===== src/rtl/pc_next_unit.sv =====
// Program-counter unit: owns the PC and picks the next one from sequential, branch, J-type and
// JR sources, with an optional one-instruction delay slot and misaligned-JR trapping.
module pc_next_unit #(
  parameter int unsigned    W          = 32,
  parameter logic [W-1:0]   RESET_VEC  = W'(32'h0000_0000),
  parameter logic [W-1:0]   EXC_VEC    = W'(32'h0000_0080),
  parameter bit             DELAY_SLOT = 1'b0
) (
  input  logic         clk,
  input  logic         rst_n,
  input  logic         stall_i,
  input  logic [1:0]   sel_i,
  input  logic [15:0]  imm_i,
  input  logic [25:0]  instr_idx_i,
  input  logic [W-1:0] rs_val_i,
  output logic [W-1:0] pc_o,
  output logic [W-1:0] pc_plus4_o,
  output logic [W-1:0] link_o,
  output logic         in_delay_slot_o,
  output logic         addr_err_o,
  output logic [W-1:0] epc_o,
  output logic         ds_violation_o
);

  typedef enum logic [0:0] {StIdle, StSlot} state_e;

  localparam logic [1:0] SelSeq = 2'b00;
  localparam logic [1:0] SelBr  = 2'b01;
  localparam logic [1:0] SelJ   = 2'b10;
  localparam logic [1:0] SelJr  = 2'b11;

  state_e       r_state, w_state_d;
  logic [W-1:0] r_pc, w_pc_d;
  logic [W-1:0] r_pend_tgt, w_pend_tgt_d;
  logic [W-1:0] r_epc, w_epc_d;
  logic         r_addr_err, w_addr_err_d;
  logic         r_ds_viol, w_ds_viol_d;

  logic [W-1:0] w_pc_plus4;
  logic [W-1:0] w_br_off;
  logic [W-1:0] w_br_tgt;
  logic [W-1:0] w_j_tgt;
  logic [W-1:0] w_target;
  logic         w_misaligned;

  assign w_pc_plus4 = r_pc + W'(4);
  assign w_br_off   = {{(W-18){imm_i[15]}}, imm_i, 2'b00};
  assign w_br_tgt   = w_pc_plus4 + w_br_off;

  // J-type keeps the 256 MB region of the following instruction.
  if (W > 28) begin : g_jwide
    assign w_j_tgt = {w_pc_plus4[W-1:28], instr_idx_i, 2'b00};
  end else begin : g_jnarrow
    assign w_j_tgt = {instr_idx_i, 2'b00};
  end

  always_comb begin
    w_target = w_pc_plus4;
    unique case (sel_i)
      SelSeq:  w_target = w_pc_plus4;
      SelBr:   w_target = w_br_tgt;
      SelJ:    w_target = w_j_tgt;
      SelJr:   w_target = rs_val_i;
      default: w_target = w_pc_plus4;
    endcase
  end

  assign w_misaligned = (sel_i == SelJr) && (rs_val_i[1:0] != 2'b00);

  always_comb begin
    w_state_d     = r_state;
    w_pc_d        = r_pc;
    w_pend_tgt_d  = r_pend_tgt;
    w_epc_d       = r_epc;
    w_addr_err_d  = 1'b0;
    w_ds_viol_d   = 1'b0;
    if (!stall_i) begin
      unique case (r_state)
        StIdle: begin
          if (sel_i == SelSeq) begin
            w_pc_d = w_pc_plus4;
          end else if (w_misaligned) begin
            w_pc_d       = EXC_VEC;
            w_epc_d      = r_pc;
            w_addr_err_d = 1'b1;
          end else if (DELAY_SLOT) begin
            w_pend_tgt_d = w_target;
            w_pc_d       = w_pc_plus4;
            w_state_d    = StSlot;
          end else begin
            w_pc_d = w_target;
          end
        end
        StSlot: begin
          // A transfer issued from the slot is dropped, never trapped.
          w_pc_d      = r_pend_tgt;
          w_state_d   = StIdle;
          w_ds_viol_d = (sel_i != SelSeq);
        end
        default: w_state_d = StIdle;
      endcase
    end
  end

  always_ff @(posedge clk) begin
    if (!rst_n) begin
      r_state    <= StIdle;
      r_pc       <= RESET_VEC;
      r_pend_tgt <= '0;
      r_epc      <= '0;
      r_addr_err <= 1'b0;
      r_ds_viol  <= 1'b0;
    end else begin
      r_state    <= w_state_d;
      r_pc       <= w_pc_d;
      r_pend_tgt <= w_pend_tgt_d;
      r_epc      <= w_epc_d;
      r_addr_err <= w_addr_err_d;
      r_ds_viol  <= w_ds_viol_d;
    end
  end

  assign pc_o            = r_pc;
  assign pc_plus4_o      = w_pc_plus4;
  assign link_o          = DELAY_SLOT ? (r_pc + W'(8)) : w_pc_plus4;
  assign in_delay_slot_o = (r_state == StSlot);
  assign addr_err_o      = r_addr_err;
  assign epc_o           = r_epc;
  assign ds_violation_o  = r_ds_viol;

endmodule


===== config.mk =====
export PLATFORM = sky130hd
export DESIGN_NAME = pc_next_unit
export DESIGN_NICKNAME = d
export VERILOG_FILES = /design/src/rtl/pc_next_unit.sv
export SDC_FILE = /design/constraint.sdc
export NUM_CORES = 1
export LEC_CHECK = 0
export ABC_CLOCK_PERIOD_IN_PS = 4350
export CORE_UTILIZATION = 46
export CTS_CLUSTER_DIAMETER = 60
export DETAILED_ROUTE_END_ITERATION = 8
export HOLD_SLACK_MARGIN = 0.15
export PLACE_DENSITY_LB_ADDON = 0.2
export SLEW_MARGIN = 10
export SYNTH_ARGS = -nofsm -noshare
export SYNTH_HDL_FRONTEND = slang
export SYNTH_SLANG_ARGS = --single-unit

===== constraint.sdc =====
create_clock -name clk -period 4.35 [get_ports clk]
set_clock_uncertainty 0.2 [all_clocks]
set_input_delay 0.87 -clock clk [delete_from_list [all_inputs] [get_ports clk]]
set_output_delay 0.87 -clock clk [all_outputs]
set_load 0.02 [all_outputs]

After elaboration in Yosys (flattened, before gate mapping)
Cells that the tools add are included.
{"block": "totals", "ff_bits": 65, "input_bits": 79}
{"block": "classes", "addsub": 2, "n_eq_ne": 3, "muxes": 4, "bitwise_logic": 3, "n_reduce_logical": 5}
{"operator": "$pmux 32 s3", "n": 1}
{"operator": "$mux 32", "n": 2}
{"operator": "$add 32x3->32 const B", "n": 1}
{"operator": "$add 32x32->32", "n": 1}
{"operator": "$eq 2x2->1 const B", "n": 2}
{"operator": "$not 1->1", "n": 3}
{"operator": "$reduce_and 3->1", "n": 1}
{"operator": "$reduce_or 3->1", "n": 1}
{"operator": "$eq 2x1->1 const B", "n": 1}
{"operator": "$logic_not 2->1", "n": 1}
{"operator": "$reduce_bool 2->1", "n": 1}
{"operator": "$logic_and 1x1->1", "n": 1}
{"operator": "$mux 1", "n": 1}

Depth between registers and ports, before layout
{"block": "logic_depth", "word_depth": 5, "depth_mapped": 19}

Least setup slack after synthesis
OpenSTA, ideal clock, no wires.
{"block": "synth_path", "path_kind": "register -> register", "from": "register r_pc[6], in the netlist pc_o[6]", "to": "register r_pc[30], in the netlist pc_o[30]", "t_arrival_ps": 3962, "required_time_ps": 4033, "slack_ps": 70, "path_stages_with_launch": 18, "n_path_buf": 2, "path_cell_list": "dfxtp_1 buf_2 and4_4 nand3_4 or2_1 buf_6 nor3_1 xor2_1 ha_1 a21o_1 a21o_1 a2111oi_2 nor3_1 a31oi_1 a21oi_1 a221oi_2 mux2i_1 a32o_1"}
{"block": "synth_via", "elab_chain_cells": 5}
{"element": "start, declared", "line_no": "33", "text": "logic [W-1:0] r_pc, w_pc_d;"}
{"element": "start signal, assigned", "line_no": "115", "text": "r_pc <= w_pc_d;"}
{"element": "$add 32x3->32", "line_no": "46", "text": "assign w_pc_plus4 = r_pc + W'(4);"}
{"element": "named net link_o[21]", "line_no": "18", "text": "output logic [W-1:0] link_o,"}
{"element": "$add 32x32->32", "line_no": "48", "text": "assign w_br_tgt = w_pc_plus4 + w_br_off;"}
{"element": "$pmux 32 s3", "line_no": "59", "text": "unique case (sel_i)"}
{"element": "$mux 32", "line_no": "82", "text": "end else if (w_misaligned) begin"}
{"element": "$mux 32", "line_no": "80", "text": "if (sel_i == SelSeq) begin"}
The timed path passes the listed nets, and every way through them passes these cells.
A chain may end at the register's enable or synchronous reset.

Worst setup path after layout
{"block": "layout_path", "from": "register r_pc[4], in the netlist pc_o[4]", "to": "register r_pc[31], in the netlist pc_o[31]"}
{"block": "layout_via", "elab_chain_cells": 5}
{"element": "$add 32x3->32 (*)", "line_no": "46"}
{"element": "$add 32x32->32", "line_no": "48"}
{"element": "$pmux 32 s3", "line_no": "59"}
{"element": "$mux 32", "line_no": "82"}
{"element": "$mux 32 (*)", "line_no": "80"}
Every way passes the cells marked *; elsewhere a longest branch is shown, timed or not.

==> reports/metrics.cfg <==
[final_layout]
seqCellArea_mm2=0.00130
n_antenna_cell=0
layout-drive-gt1-share=0.104
fillers=1068
finalNonFillerCells=1073
final_area_mm2=0.00811
fin_util=0.676
multi_input_area_mm2=0.00394
final_nets=1035
area_delta_synth_final_pct=42.8

[placement]
io_buffers=207
placed_cells=1057
routabilityCongestion=0.907
place_area_mm2=0.00775
place_hpwl_um=15500

[setup_path]
cp-end-kind=register
rrSetupSlack_ps=210
reg2reg_depth=17
worstPathMaxFanout=9
worstPathRequired_ps=4380
critPathLaunchType=register
cp.arrival_ps=4170
crit_type=reg -> reg

[sta]
final.setup.tns_ps=0
rsz0062_at_grt=no
hold_violations=0
period_share=0.951
setup_violations=0
tightestPinTransition_ps=758
slew_headroom=0.495
slew_violations=0
min_period_ps=4140
fmax_mhz=242

[clocking]
ctsRootBufferMaster=clkbuf_16
cts-htree-levels=3
numCtsBuffers=9
clkLatencyLatePin_ps=340
cts_buffer_depth=2
clkSinkCount=65
cts_setup_buffers=0
cts_tree=yes
ctsHoldBuffers=0
path_clk_slew_ps=60

[global_routing]
grt_pass1_vias=6184
globalRouteOverflowTotal=0
use_met3=0.0616
grt_max_degree=42
grt_pass1_wl_um=31200
antenna_found_initial=0
met1_usage=0.346
track_usage=0.313
grt_busiest_layer=met2
grt_use_met2=0.573

[yosys]
synth.distinct_cells=78
ys_top_cells_by_count=122 x nand2_1, 70 x a21oi_1, 65 x dfxtp_1
synth_area_leaders=dfxtp_1 23%, nand2_1 8.1%, ha_1 7.5%
synth_edf_count=0
ys_seq_area_frac=0.229
synth.most_common_cell=nand2_1
synthArstFlopShare=0
synth_top_area_share=0.229
synth.ff_latch_count=65
synth_top_area_cell=dfxtp_1
syn_area_per_cell_um2=7.63
synth_flop_cell=dfxtp_1
netlist_instances=745
syn_area_mm2=0.00568
ys.warnings.count=0

[route]
vias=6276
routed_wirelength_um=20400
wl_per_cell_um=19.0
drc=0
first_iter_violations=544
viasPerCell=5.85
drt_pass1_iterations=5
detail-route-antenna-nets=0

[floorplan]
row_count=40
core_mm2=0.0120
ios=210
die_w_um=113
start_util=0.473
dieHeight_um=113
die-area_mm2=0.0128

[power]
power_uw=2300
ir_worst_vdd_mv=0.174
power.leakage_uw=0.00324
p_per_area_mw_per_mm2=284

[min_path]
min_path_type=reg -> reg
timing.hold.worst_path_depth=2

[outcome]
outcome=finished, final reports clean

[job]
cap_violations=0

==> logic make-up after synthesis <==
logic type      count (synthesis)  synth area share
fa+ha+maj                      35            0.0784
other cells                     1          0.000660
mux                            23            0.0447
compound gates                231             0.270
buf+inv                        90            0.0852
xor+xnor                       50            0.0804
flops                          65             0.229
simple gates                  250             0.212
==> path summary, 6_finish.rpt <==
path                                start        end
worst max-delay path              pc_o[4]   pc_o[31]
worst min-delay path            epc_o[22]  epc_o[22]
worst max register to register    pc_o[4]   pc_o[31]
worst min register to register  epc_o[22]  epc_o[22]
==> final cells by class <==
class / instances / area share
clock inverters: 6 / 0.0113
clock buffers: 10 / 0.0282
multi-input cells: 591 / 0.486
repair buffers: 241 / 0.286
inverters: 13 / 0.00601
flip-flops and latches: 65 / 0.161
well taps: 147 / 0.0227
==> per-stage QoR <==
stage	hold WS, ps	setup WS, ps
after global routing	287	13.3
final	263	211
after floorplan	340	70.3
after global placement	251	314
after detailed placement	259	239
after CTS	268	171
==> worst max-delay path, cell delays in order (launching register included) <==
cell      delay [ps]
dfxtp_1          440
and4_2           320
nand3_4          120
or2_1            280
buf_4            190
nor2_8           110
nand2_1           90
xnor2_1          310
ha_1             390
o21ai_0          230
o21bai_1         120
a21o_1           200
a21oi_1          150
o21ai_0          110
a41oi_1          210
xnor2_1          200
mux2i_1          260
a211oi_2          90
==> sequential cells by signal (all words and copies together), names as in the netlist <==
signal,cells
addr_err_o,1
epc_o,32
pc_o,32
==> per-layer routing <==
metal	vias up	part of all wire
met5	-	0
met4	0	0.035
met3	52	0.069
met2	321	0.51
met1	2946	0.39
li1	2957	-
==> power by group <==
group	switching (uW)	leakage (uW)	total [uW]	internal (uW)
clock network	296	0.000157	801	505
logic	453	0.00255	838	385
registers	41.2	0.000530	663	622
total	790	0.00324	2300	1510
==> cell usage in the layout (no fill, tap or decap), types with 4 or more instances in the layout <==
cell               n
a21o_1            11
o21a_1             7
clkdlybuf4s50_1  205
mux2i_1           13
a21oi_1           69
a31oi_1            7
a21oi_2            4
and3_1             8
ha_1              32
o21ai_1            4
a221oi_1           7
clkbuf_16          9
xnor2_1           28
nor3_1             6
nand2_1          122
nor2_1            45
buf_4             34
and2_1            11
inv_1             12
nor2b_1            7
nand3_1           21
o21ai_0           42
xor2_1            20
dfxtp_1           64
o211ai_1           6
a21boi_0          34
mux2_2             8
==> repair_timing <==
| action | in CTS | in global routing |
|---|---|---|
| gates resized for setup | 0 | 8 |
| setup endpoints to repair | 0 | 2 |
| hold endpoints to repair | 0 | 0 |
No activity file was read; power rests on OpenSTA's default activity.
